`config.mk`:
```
export PLATFORM = sky130hd
export DESIGN_NAME = iomem_gpio_bank
export DESIGN_NICKNAME = d
export VERILOG_FILES = /design/src/rtl/iomem_gpio_bank.sv
export SDC_FILE = /design/constraint.sdc
export NUM_CORES = 1
export LEC_CHECK = 0
export ABC_AREA = 1
export BUFFER_PORTS_ARGS = -buffer_cell sky130_fd_sc_hd__buf_2
export CAP_MARGIN = 20
export CORE_MARGIN = 2
export CORE_UTILIZATION = 36
export CTS_CLUSTER_SIZE = 8
export DETAILED_ROUTE_END_ITERATION = 16
export PLACE_DENSITY = 0.77
export SLEW_MARGIN = 20
export SYNTH_ARGS = -nofsm -noshare
export SYNTH_HDL_FRONTEND = slang
export SYNTH_SLANG_ARGS = --single-unit
```
`constraint.sdc`:
```
create_clock -name clk -period 1.3 [get_ports clk]
set_input_delay 0.13 -clock clk [delete_from_list [all_inputs] [get_ports clk]]
set_output_delay 0.13 -clock clk [all_outputs]
set_load 0.03 [all_outputs]
```
`src/rtl/iomem_gpio_bank.sv`:
```
`default_nettype none
// ============================================================================
// Module   : iomem_gpio_bank
// Brief    : GPIO bank on the iomem bus with OUT/OE/IN registers and an
//            optional rising-edge interrupt block (macro GPIO_BANK_IRQ_EN).
// Revision : 1.0 - initial release
// ============================================================================
module iomem_gpio_bank #(
    parameter int         WIDTH   = 8,
    parameter logic [7:0] ADDR_HI = 8'h03
) (
    input  logic             clk,
    input  logic             resetn,
    input  logic             iomem_valid,
    output logic             iomem_ready,
    input  logic [3:0]       iomem_wstrb,
    input  logic [31:0]      iomem_addr,
    input  logic [31:0]      iomem_wdata,
    output logic [31:0]      iomem_rdata,
    input  logic [WIDTH-1:0] gpio_in,
    output logic [WIDTH-1:0] gpio_out,
    output logic [WIDTH-1:0] gpio_oe,
    output logic             irq
);

    localparam logic [2:0] c_IDX_OUT = 3'd0;
    localparam logic [2:0] c_IDX_OE  = 3'd1;
    localparam logic [2:0] c_IDX_IN  = 3'd2;

    logic             w_sel;
    logic             w_we;
    logic [2:0]       w_idx;
    logic [31:0]      w_lane;
    logic [WIDTH-1:0] w_wm;
    logic [WIDTH-1:0] w_wd;
    logic [31:0]      w_rd;

    logic             r_ready;
    logic [31:0]      r_rdata;
    logic [WIDTH-1:0] r_out;
    logic [WIDTH-1:0] r_oe;
    logic [WIDTH-1:0] r_sync;
    logic [WIDTH-1:0] r_in;

    // Address bits outside [31:24] and [4:2], and data above WIDTH, are don't-care.
    logic w_unused_ok;
    assign w_unused_ok = &{1'b0, iomem_addr, iomem_wdata};

    assign w_sel  = iomem_valid && !r_ready && (iomem_addr[31:24] == ADDR_HI);
    assign w_we   = w_sel && (iomem_wstrb != 4'b0000);
    assign w_idx  = iomem_addr[4:2];
    assign w_lane = {{8{iomem_wstrb[3]}}, {8{iomem_wstrb[2]}},
                     {8{iomem_wstrb[1]}}, {8{iomem_wstrb[0]}}};
    assign w_wm   = w_lane[WIDTH-1:0];
    assign w_wd   = iomem_wdata[WIDTH-1:0];

`ifdef GPIO_BANK_IRQ_EN
    localparam logic [2:0] c_IDX_MASK = 3'd3;
    localparam logic [2:0] c_IDX_PEND = 3'd4;

    logic [WIDTH-1:0] r_prev;
    logic [WIDTH-1:0] r_mask;
    logic [WIDTH-1:0] r_pend;
    logic             r_irq;
    logic [WIDTH-1:0] w_rise;
    logic [WIDTH-1:0] w_clr;
    logic [WIDTH-1:0] w_mask_nxt;
    logic [WIDTH-1:0] w_pend_nxt;

    // A rising edge overrides a simultaneous W1C on the same bit.
    always_comb begin
        w_rise     = r_in & ~r_prev;
        w_clr      = '0;
        w_mask_nxt = r_mask;
        if (w_we && (w_idx == c_IDX_MASK)) begin
            w_mask_nxt = (r_mask & ~w_wm) | (w_wd & w_wm);
        end
        if (w_we && (w_idx == c_IDX_PEND)) begin
            w_clr = w_wd & w_wm;
        end
        w_pend_nxt = (r_pend & ~w_clr) | w_rise;
    end

    always_ff @(posedge clk) begin
        if (!resetn) begin
            r_prev <= '0;
            r_mask <= '0;
            r_pend <= '0;
            r_irq  <= 1'b0;
        end else begin
            r_prev <= r_in;
            r_mask <= w_mask_nxt;
            r_pend <= w_pend_nxt;
            r_irq  <= |(w_pend_nxt & w_mask_nxt);
        end
    end

    assign irq = r_irq;
`else
    assign irq = 1'b0;
`endif

    always_comb begin
        w_rd = '0;
        case (w_idx)
            c_IDX_OUT:  w_rd[WIDTH-1:0] = r_out;
            c_IDX_OE:   w_rd[WIDTH-1:0] = r_oe;
            c_IDX_IN:   w_rd[WIDTH-1:0] = r_in;
`ifdef GPIO_BANK_IRQ_EN
            c_IDX_MASK: w_rd[WIDTH-1:0] = r_mask;
            c_IDX_PEND: w_rd[WIDTH-1:0] = r_pend;
`endif
            default:    w_rd = '0;
        endcase
    end

    always_ff @(posedge clk) begin
        if (!resetn) begin
            r_ready <= 1'b0;
            r_rdata <= '0;
            r_out   <= '0;
            r_oe    <= '0;
            r_sync  <= '0;
            r_in    <= '0;
        end else begin
            r_sync  <= gpio_in;
            r_in    <= r_sync;
            r_ready <= w_sel;
            if (w_sel) begin
                r_rdata <= w_rd;
            end
            if (w_we && (w_idx == c_IDX_OUT)) begin
                r_out <= (r_out & ~w_wm) | (w_wd & w_wm);
            end
            if (w_we && (w_idx == c_IDX_OE)) begin
                r_oe <= (r_oe & ~w_wm) | (w_wd & w_wm);
            end
        end
    end

    assign iomem_ready = r_ready;
    assign iomem_rdata = r_rdata;
    assign gpio_out    = r_out;
    assign gpio_oe     = r_oe;

endmodule
`default_nettype wire

```
======== Yosys cells after proc, flatten, opt, wreduce, memory -nomap -nowiden ========
Cells that the tools add are included.
storage, ports and cells
  flip-flop bits (word level) ............. 41
  bits of input ports ..................... 79
operators by class
  muxes and demuxes ....................... 1
  reduce and logical (&&, ||, !) cells .... 8
  bitwise operators ....................... 6
  equality and inequality tests ........... 3
operators by type and width
  kind                                                              count
  8-bit bitwise AND                                                 3
  8-bit case mux with 3 select lines                                1
  8-bit OR                                                          2
  8-bit by 2-bit == test with 1-bit output (second input constant)  1
  8-bit NOT                                                         1
  1-bit logical AND                                                 5
  4-bit nonzero test                                                1
  3-bit by 1-bit == test with 1-bit output (second input constant)  1
  3-bit by 2-bit == test with 1-bit output (second input constant)  1
  3-bit logical NOT                                                 1
  1-bit logical NOT                                                 1

======== Longest topological paths before layout ========
Gate-level depths: netlist of run 1.
  word-level depth ........................ 5
  depth in mapped cells ................... 9
  mapped depth without buffers ............ 8

======== Least setup slack after synthesis of run 1 ========
Ideal clock, no wire load.
  path type ............................... register to register
  start point ............................. reg r_ready (netlist: iomem_ready)
  end point ............................... reg with a tool-made name
  stages on the path, launching flop included .. 8
  period minus slack after synthesis ...... 1.234 ns
  arrival time ............................ 1.122 ns
  setup slack ............................. 0.066 ns
  setup time .............................. 0.113 ns
  buffers on the path ..................... 1
  required time ........................... 1.187 ns
  cells stage by stage .................... dfxtp_1 -> inv_1 -> nand2_1 -> nor2_4 -> nand3_4 -> buf_6 -> nor2_1 -> nor2_1
RTL lines
  element                 line  source
  start, declared         38    logic r_ready;
  start signal, assigned  128   r_ready <= w_sel;

==> impl_results.md, run 1 <==
- Status: finished, final reports clean
- Synthesized flop and latch total: 41
- XOR/XNOR share of the synthesized area: 0%
- Gr busiest metal: met2
- Vias in the first global route: 1487
- Postcts setup bufs: 0
- Crit path from: iomem_ready$_SDFF_PN0_
- Synth Area in Adders: 0%
- GRT met3 Usage: 5.862%
- Core Footprint: 0.005439 sq mm
- Cells after Synth: 278
- Reg clk slew, reported paths: 80 ps
- Hold path depth: 3
- Clock root cell: clkbuf_8
- Fillers: 564
- Grt ovf: 0
- Fin nets: 415
- Post-synthesis simple-gate area fraction: 35.09%
- First-pass GRT wire length: 6410 microns
- Ant. Diodes: 0
- Area grow syn2layout: 17.26%
- LEAKAGE: 0.001322 uW
- Initial antenna violation count: 1
- FMAX: 0.8788 GHz
- Min Hold Slack: 7.204 ps
- Fin. Hold Viols: 0
- Multi-input logic area: 835.8 sq um
- Average cell area after synthesis: 7.170 sq um
- Reg2Reg Setup Slack: 160 ps
- Reg2reg path depth: 7
- Setup ws final: 162.1 ps
- FF+latch area: 820.8 sq um
- # rows: 27
- # setup viols final: 0
- DRC: 0
- Initial Util: 36.65%
- Synth Warn #: 0
- Clk_lat worst skew: 300 ps
- Clock skew: 4.990 ps
- CTS Buf Count: 5
- Routed via count: 1692
- Cell Area, Synth: 0.001993 sq mm
- IO Pins: 129
- GR Util met1: 16.38%
- Maximum VDD drop: 0.4853 mV
- Hold Startpoint: gpio_in[2]
- Fin crit share: 87.53%
- Mux cell area share after synthesis: 0%
- Fraction of final layout cells sized beyond drive strength 1: 24.63%
- RSZ-0062 raised after global routing: no
- Critical Path Start Type: register
- Worst Setup End Kind: register
- CTS max path bufs: 2
- Reg2reg start: iomem_ready$_SDFF_PN0_
- Seq/Total Area, Yosys: 41.18%
- CTS tree: done
- WS Path Type: reg -> reg
- Routed WL per cell: 9.675 microns
- Setup TNS: 0 ps
- GRT Overall Usage: 13.39%
- Pwr per Cell Area: 1013 mW/mm^2
- Routability cong.: 0.8458
- Largest family of logic cells by synthesized area: simple AND/OR/NAND/NOR gates
- Worst path required time: 1540 ps
- Routed wire length: 3957 microns
- Port Buffer Count: 55
- DP Wirelength: 3064 microns
- Antenna Nets Post-Route: 0
- CTS H-tree lvls: 2
- Worst Hold Class: in -> reg
- Router iterations before antenna repair: 4
- Max Cap Viol: 0
- Synth Area in Compound Gates: 2.009%
- Max Slew Vio Count: 0
- M2 GR Usage: 21.21%
- Die footprint: 0.006148 sq mm
- Worst slack at placement: 99.11 ps
- Clock sink count: 41
- DR vias/cell: 4.137
- Largest net degree at the start of global routing: 33
- Worst Path Arrival: 1380 ps
- Iter 0 DRT Violations: 53
- Die width: 78.41 microns
- Die Ht: 78.41 microns
- Crit path max fanout: 16
- Post-synthesis cell type count: 22
- Crit path time final: 1138 ps
[final cells by class]
| cell class | count | share of cell area [%] |
|---|---|---|
| Clock inverter | 2 | 0.6424 |
| Inverter | 44 | 7.281 |
| Clock buffer | 6 | 3.105 |
| Timing Repair Buffer | 62 | 14.24 |
| Sequential cell | 41 | 35.12 |
| Multi-Input combinational cell | 182 | 35.76 |
| Tap cell | 72 | 3.854 |
[report_power, final]
part	internal, uW	total, uW	switching (uW)
registers	1280	1280	5.74
logic	68.2	265	196
clock network	378	820	442
total	1720	2370	644
[layout by cell type (no fill, tap or decap), types with 3 or more instances in the layout]
master	Yosys	routed
a21oi_1	8	8
buf_2	3	55
buf_4	27	5
clkbuf_8	0	5
conb_1	1	25
dfxtp_1	41	41
inv_1	40	40
nand2_1	70	69
nand2_2	2	3
nand3_1	24	24
nand4_1	8	8
nor2_1	35	35
nor2_4	3	3
[layer usage]
| layer | share of wire, % | wire, microns |
|---|---|---|
| met2 | 45 | 1765 |
| met3 | 8.6 | 340 |
| met1 | 45 | 1773 |
| met5 | 0.28 | 11 |
| met4 | 1.7 | 67 |
[worst max-delay path: stages, from the launching register on]
cell	delay [ps]
dfxtp_1	310
inv_1	50
nand2_1	100
nor2_4	180
nand3_4	200
nand2_1	110
nand2_1	50
nor2_1	80
[worst paths after layout]
check	end
setup / recovery	register
hold / removal	r_sync[2]$_SDFF_PN0_
setup reg to reg	register
hold reg to reg	r_in[7]$_SDFF_PN0_
[synth_stat cells, drive strengths merged]
cell type / instances / share of area [%]
clkbuf: 2 / 0.38
nand3: 27 / 8.3
clkinv: 1 / 0.19
dfxtp: 41 / 41
nand4: 8 / 2.5
inv: 43 / 8.3
buf: 33 / 13
a21oi: 8 / 2.0
nand2: 73 / 14
nor2: 41 / 9.9
conb: 1 / 0.19
[cells by family after synthesis]
group	after synthesis
simple gates	149
buf+inv	79
flops	41
compound gates	8
other cells	1
[through the flow]
| stage | cell area, sq um | power (uW) | cells | util [%] |
|---|---|---|---|---|
| 3_5_place_dp | 2227 | 1571 | 399 | 40.95 |
| 3_3_place_gp | 2227 | 1565 | 399 | 40.95 |
| 6_report | 2337 | 2368 | 409 | 42.97 |
| 5_1_grt | 2337 | 2469 | 409 | 42.97 |
| 2_1_floorplan | 2083 | 1561 | 302 | - |
| 4_1_cts | 2335 | 2393 | 409 | 42.93 |
[timing repair]
item / CTS / global route
gates resized for setup: 0 / 1
setup endpoints to repair: 0 / 10
hold buffers: 2 / 0
endpoints found under the hold margin: 2 / 0
(Power assumes the default switching activity.)
==> run 2: changes to the inputs <==
--- a/config.mk
+++ b/config.mk
@@ -5,14 +5,14 @@
 export SDC_FILE = /design/constraint.sdc
 export NUM_CORES = 1
 export LEC_CHECK = 0
-export ABC_AREA = 1
 export BUFFER_PORTS_ARGS = -buffer_cell sky130_fd_sc_hd__buf_2
 export CAP_MARGIN = 20
 export CORE_MARGIN = 2
 export CORE_UTILIZATION = 36
+export CTS_BUF_LIST = sky130_fd_sc_hd__clkbuf_4 sky130_fd_sc_hd__clkbuf_8
 export CTS_CLUSTER_SIZE = 8
 export DETAILED_ROUTE_END_ITERATION = 16
-export PLACE_DENSITY = 0.77
+export PLACE_DENSITY_LB_ADDON = 0.2
 export SLEW_MARGIN = 20
 export SYNTH_ARGS = -nofsm -noshare
 export SYNTH_HDL_FRONTEND = slang
==> run 2 against run 1 <==
Compared with the run above:
- the flow now finishes with violations (negative setup slack)
- worst setup slack got worse by 210 ps
- clock-buffer cell count unchanged
- wire length down 9.9%
- non-clock buffer count is 8 higher
- register-to-register slack got worse by 210 ps
- design area down 1.2%
- power grew 8.5%
- clock power up 26%
- synthesized cell count decreased by 40%
- sequential power hardly changed
- largest cell class unchanged
- largest power group unchanged
==> impl_results.md, run 2 <==
- Worst Hold Class: in -> reg
- Synth Area in Adders: 0%
- Die width: 74.06 microns
- Worst path required time: 1470 ps
- Fin nets: 316
- Synth top area share: 46.46%
- Crit-path max cell delay: 380 ps
- Placed cells: 292
- Met3 routed WL: 270 microns
- Max Cap Viol: 0
- Post-synthesis simple-gate area fraction: 18.77%
- Routed via count: 1295
- LEAKAGE: 0.001163 uW
- Commonest non-fill, non-tap cell in the layout: buf_2
- Setup ws final: -46.85 ps
- Status: finished with violations
- Maximum VDD drop: 0.7442 mV
- Die Ht: 74.06 microns
- DR vias/cell: 4.246
- Grt ovf: 0
- Top Layer Used: met4
- Routed length on met2: 1569 microns
- Synth Warn #: 0
- Router iterations before antenna repair: 4
- Met1 wire length: 1699 microns
- XOR/XNOR share of the synthesized area: 0%
- Clock skew: 5.081 ps
- # rows: 25
- RSZ-0062 raised after global routing: yes
- Initial Util: 37.40%
- Failing checks: negative setup slack
- Fraction of final layout cells sized beyond drive strength 1: 40.34%
- Routability cong.: 0.6927
- # setup viols final: 13
- Pwr per Cell Area: 1112 mW/mm^2
- Routed WL per cell: 11.70 microns
- WS Path Type: reg -> reg
- Post-route cell area: 0.002310 sq mm
- FMAX: 0.7425 GHz
- Initial antenna violation count: 0
- Iter 0 DRT Violations: 81
- Worst slew margin: 55.70%
- Largest net degree at the start of global routing: 26
- IO Pins: 129
- Seq/Total Area, Yosys: 46.46%
- Core Footprint: 0.004723 sq mm
- Antenna Nets Post-Route: 0
- CP Cell Sequence: and4b_4 -> nand4_4 -> mux2i_1 -> nor2_1
- CTS max path bufs: 2
- CTS Buf Count: 5
- Worst Path Buf+Inv: 0
- CTS H-tree lvls: 2
- Area contributors post-synth: dfxtp_1 (46%), mux2i_1 (14%), buf_4 (11%)
- Post-synth EDFFs: 0
- Clk_lat worst skew: 290 ps
- Family with the most delay on the worst path: simple AND/OR/NAND/NOR gates
- Clock root cell: clkbuf_8
- Fin crit share: 103.6%
- Vias in the first global route: 1138
- Routed wire length: 3567 microns
- CTS Hold Bufs: 0
- First-pass GRT wire length: 5485 microns
- Cells after Synth: 168
- Worst slew pin tran: 663.1 ps
- Leading cell types in the layout, fill and taps excluded: buf_2 (55), dfxtp_1 (40), nor2_1 (26)
- Crit path max fanout: 8
- Port Buffer Count: 55
- Reg clk slew, reported paths: 80 ps
- Area leader, netlist: dfxtp_1
- Fillers: 453
- Synthesized flop and latch total: 41
- Mux cell area share after synthesis: 13.60%
- Slowest-stage cell, CP: and4b_4
- Ys async rst share: 0%
- Post-layout util: 48.90%
- Average cell area after synthesis: 10.52 sq um
- Fin. Hold Viols: 0
- DRC: 0
- Die footprint: 0.005484 sq mm
- Cell Area, Synth: 0.001767 sq mm
- CTS tree: done
- Clock sink count: 41
- Fin cells: 305
- Synth Area in Compound Gates: 7.649%
- DP Area: 0.002131 sq mm
- Ant. Diodes: 0
- Largest family of logic cells by synthesized area: simple AND/OR/NAND/NOR gates
- Worst Path Arrival: 1520 ps
- Worst Setup End Kind: register
- Crit path time final: 1347 ps
- Min Hold Slack: 38.51 ps
- Pwr Total: 2569 uW
- Critical Path Start Type: register
- GRT Overall Usage: 13.21%
- DP Wirelength: 2534 microns
- Area grow syn2layout: 30.74%
- Max Slew Vio Count: 0
- Predominant post-synthesis flop cell: dfxtp_1
- Most common cell in the netlist: dfxtp_1
- Post-synthesis cell type count: 22
- Post-synth top cells: dfxtp_1 (41), buf_4 (26), nor2_1 (26)
## run 2: logic make-up after synthesis
| logic type | Yosys count |
|---|---|
| AOI/OAI and AO/OA | 17 |
| and+or+nand+nor | 51 |
| muxes | 24 |
| DFF | 41 |
| other | 1 |
| buffers and inverters | 34 |
## run 2: layout make-up
cell class | instances | area [sq um] | share of cell area [%]
multi-input cells | 118 | 874.6 | 37.87
well taps | 67 | 83.83 | 3.629
flip-flops and latches | 41 | 824.5 | 35.70
repair buffers | 70 | 407.9 | 17.66
inverters | 1 | 3.754 | 0.1625
clock inverters | 2 | 38.79 | 1.679
clock buffers | 6 | 76.32 | 3.304
## run 2: final timing paths
| kind | start | endpoint | slack [ps] | cells after the start |
|---|---|---|---|---|
| worst max-delay path | iomem_ready$_SDFF_PN0_ | register | -50 | 4 |
| worst min-delay path | gpio_in[2] | r_sync[2]$_SDFF_PN0_ | 40 | 2 |
| worst max register to register | iomem_ready$_SDFF_PN0_ | register | -50 | 4 |
| worst min register to register | r_sync[7]$_SDFF_PN0_ | r_in[7]$_SDFF_PN0_ | 440 | 1 |
## run 2: report_power, final
| part | switching, uW | total (uW) | internal, uW |
|---|---|---|---|
| Sequential | 4.83 | 1280 | 1280 |
| Clock | 431 | 1030 | 597 |
| Combinational | 178 | 261 | 82.9 |
| Total | 614 | 2570 | 1960 |
## run 2: repair_timing
item,4_1_cts,5_1_grt
pin swaps,7,13
setup endpoints to repair,24,24
gates cloned,0,1
resized for setup,4,2
setup buffers,2,2
## run 2: through the flow
step	setup slack [ps]	TNS, ps
2_1_floorplan	-50.01	-569.1
3_3_place_gp	-100.3	-1667
3_5_place_dp	-104.5	-1756
4_1_cts	-71.44	-626.5
5_1_grt	-118.6	-1687
6_report	-46.85	-364.0
## run 2: metal layers
layer / global-route usage, % / up-vias
met5: 0 / -
met4: 4.242 / 0
met3: 3.930 / 4
met2: 20.83 / 57
met1: 17.41 / 569
li1: - / 665
==> run 3: changes to the inputs <==
--- a/config.mk
+++ b/config.mk
@@ -13,7 +13,6 @@
 export CTS_CLUSTER_SIZE = 8
 export DETAILED_ROUTE_END_ITERATION = 16
 export PLACE_DENSITY_LB_ADDON = 0.2
-export SLEW_MARGIN = 20
 export SYNTH_ARGS = -nofsm -noshare
 export SYNTH_HDL_FRONTEND = slang
 export SYNTH_SLANG_ARGS = --single-unit
==> constraint.sdc (replaced) <==
create_clock -name clk -period 1.1 [get_ports clk]
set_input_delay 0.11 -clock clk [delete_from_list [all_inputs] [get_ports clk]]
set_output_delay 0.11 -clock clk [all_outputs]
set_load 0.03 [all_outputs]
==> run 3 against run 2 <==
Compared with the run above:
- the run still ends with negative setup slack left
- cell count is 0.98% lower
- global-route usage about the same
- non-clock buffer count decreased by 3
- fmax rose by 0.38%
- register-to-register slack got worse by 190 ps
==> impl_results.md, run 3 (synthesis results as in run 2) <==
- Status: finished with violations
- Failing checks: negative setup slack
- Core Footprint: 0.004723 sq mm
- Leading cell types in the layout, fill and taps excluded: buf_2 (55), dfxtp_1 (40), nor2_1 (26)
- # rows: 25
- Die Ht: 74.06 microns
- Initial antenna violation count: 0
- Fillers: 434
- Reg2Reg Setup Slack: -240 ps
- Fraction of final layout cells sized beyond drive strength 1: 39.15%
- Area grow syn2layout: 30.03%
- Reg clk slew, reported paths: 70 ps
- Maximum VDD drop: 0.7366 mV
- DR vias/cell: 4.225
- Port Buffer Count: 55
- Post-layout util: 48.64%
- Pwr per Cell Area: 1329 mW/mm^2
- Routed via count: 1276
- Commonest non-fill, non-tap cell in the layout: buf_2
- Die width: 74.06 microns
- GRT Overall Usage: 13.24%
- GRT met3 Usage: 4.472%
- Max Slew Vio Count: 0
- Largest net degree at the start of global routing: 26
- Routed wire length: 3508 microns
- CTS max path bufs: 2
- WS Path Type: reg -> reg
- CTS tree: done
- Gr busiest metal: met2
- Iter 0 DRT Violations: 27
- Reg2reg path depth: 4
- Clock sink count: 41
- Worst slew pin tran: 638.6 ps
- Initial Util: 37.40%
- # setup viols final: 25
- GR Util met1: 15.74%
- Clock root cell: clkbuf_8
- Fin nets: 313
- Setup ws final: -241.8 ps
- Worst Path Arrival: 1500 ps
- Max Cap Viol: 0
- Fin. Hold Viols: 0
- Reg2reg start: iomem_ready$_SDFF_PN0_
- Vias in the first global route: 1156
- Router iterations before antenna repair: 4
- Clk_lat worst skew: 280 ps
- DP Wirelength: 2609 microns
- CTS Buf Count: 5
- DRC: 0
- Pwr Total: 3053 uW
- Fin crit share: 122.0%
- FMAX: 0.7453 GHz
- First-pass GRT wire length: 5375 microns
- Worst slew margin: 57.34%
- Worst Hold Class: in -> reg
- Crit path from: iomem_ready$_SDFF_PN0_
- Worst path required time: 1260 ps
- Critical Path Start Type: register
- Crit path time final: 1342 ps
- Antenna Nets Post-Route: 0
- Ant. Diodes: 0
- Routed WL per cell: 11.62 microns
- Placed cells: 292
- CTS H-tree lvls: 2
- M2 GR Usage: 22.52%
- Die footprint: 0.005484 sq mm
- Fin cells: 302
- Clock skew: 10.31 ps
- Crit path max fanout: 8
- Routability cong.: 0.7519
- Worst Setup End Kind: register
- LEAKAGE: 0.001157 uW
- IO Pins: 129
- Grt ovf: 0
- RSZ-0062 raised after global routing: yes
-- run 3: cell count changes in the layout (fill, tap and decap cells not counted), sizes merged --
| cell | previous run | this run |
|---|---|---|
| clkinv | 2 | 1 |
| buf | 70 | 67 |
| clkbuf | 6 | 7 |
-- run 3: layout make-up --
| type | count | area (sq um) | area share, % |
|---|---|---|---|
| Multi-Input combinational cell | 118 | 870.8 | 37.91 |
| Sequential cell | 41 | 824.5 | 35.89 |
| Timing Repair Buffer | 67 | 394.1 | 17.16 |
| Clock buffer | 7 | 90.09 | 3.922 |
| Tap cell | 67 | 83.83 | 3.649 |
| Clock inverter | 1 | 30.03 | 1.307 |
| Inverter | 1 | 3.754 | 0.1634 |
-- run 3: worst min path at each step --
stage | slack [ps] | endpoint | from | cells after the start
2_1_floorplan | 230 | r_in[7]$_SDFF_PN0_ | resetn | 1
3_3_place_gp | 320 | r_sync[2]$_SDFF_PN0_ | gpio_in[2] | 2
3_5_place_dp | 310 | r_sync[2]$_SDFF_PN0_ | gpio_in[2] | 2
4_1_cts | 10 | r_sync[2]$_SDFF_PN0_ | gpio_in[2] | 2
5_1_grt | 10 | r_sync[5]$_SDFF_PN0_ | gpio_in[5] | 2
6_report | 30 | r_sync[2]$_SDFF_PN0_ | gpio_in[2] | 2
-- run 3: power breakdown --
group / leakage, uW / internal, uW / switching [uW] / total (uW)
Combinational: 0.000760 / 97.5 / 210 / 308
Clock: 0.0000619 / 764 / 466 / 1230
Sequential: 0.000334 / 1510 / 7.00 / 1520
Total: 0.00116 / 2370 / 683 / 3050
-- run 3: per-stage QoR --
step	setup slack, ps	TNS (ps)	area (sq um)	hold slack, ps
after floorplan	-250.0	-5369	1914	231.7
after detailed placement	-339.4	-6989	2131	312.1
after global placement	-281.1	-6178	2131	315.7
final	-241.8	-5242	2297	26.22
after global routing	-309.0	-7045	2297	13.03
after CTS	-280.6	-5916	2297	14.33
-- run 3: what timing repair did --
item                                    4_1_cts  5_1_grt
gates resized for setup                       4        0
endpoints found under the setup margin       25       25
gates cloned                                  1        0
hold buffers                                  0        0
setup buffers                                 1        0
pin swaps                                    13       11
hold endpoints to repair                      0        0
-- run 3: routing by layer --
layer / share of wire (%) / wire length (microns)
met4: 0.66 / 23
met5: 0 / 0
met1: 43 / 1502
met3: 7.0 / 247
met2: 49 / 1735
-- run 3: worst max-delay path, stage by stage, from the launching register on --
cell,delay [ps]
dfxtp_4,340
and4b_4,390
nand4_4,230
mux2i_1,220
nor2_1,50
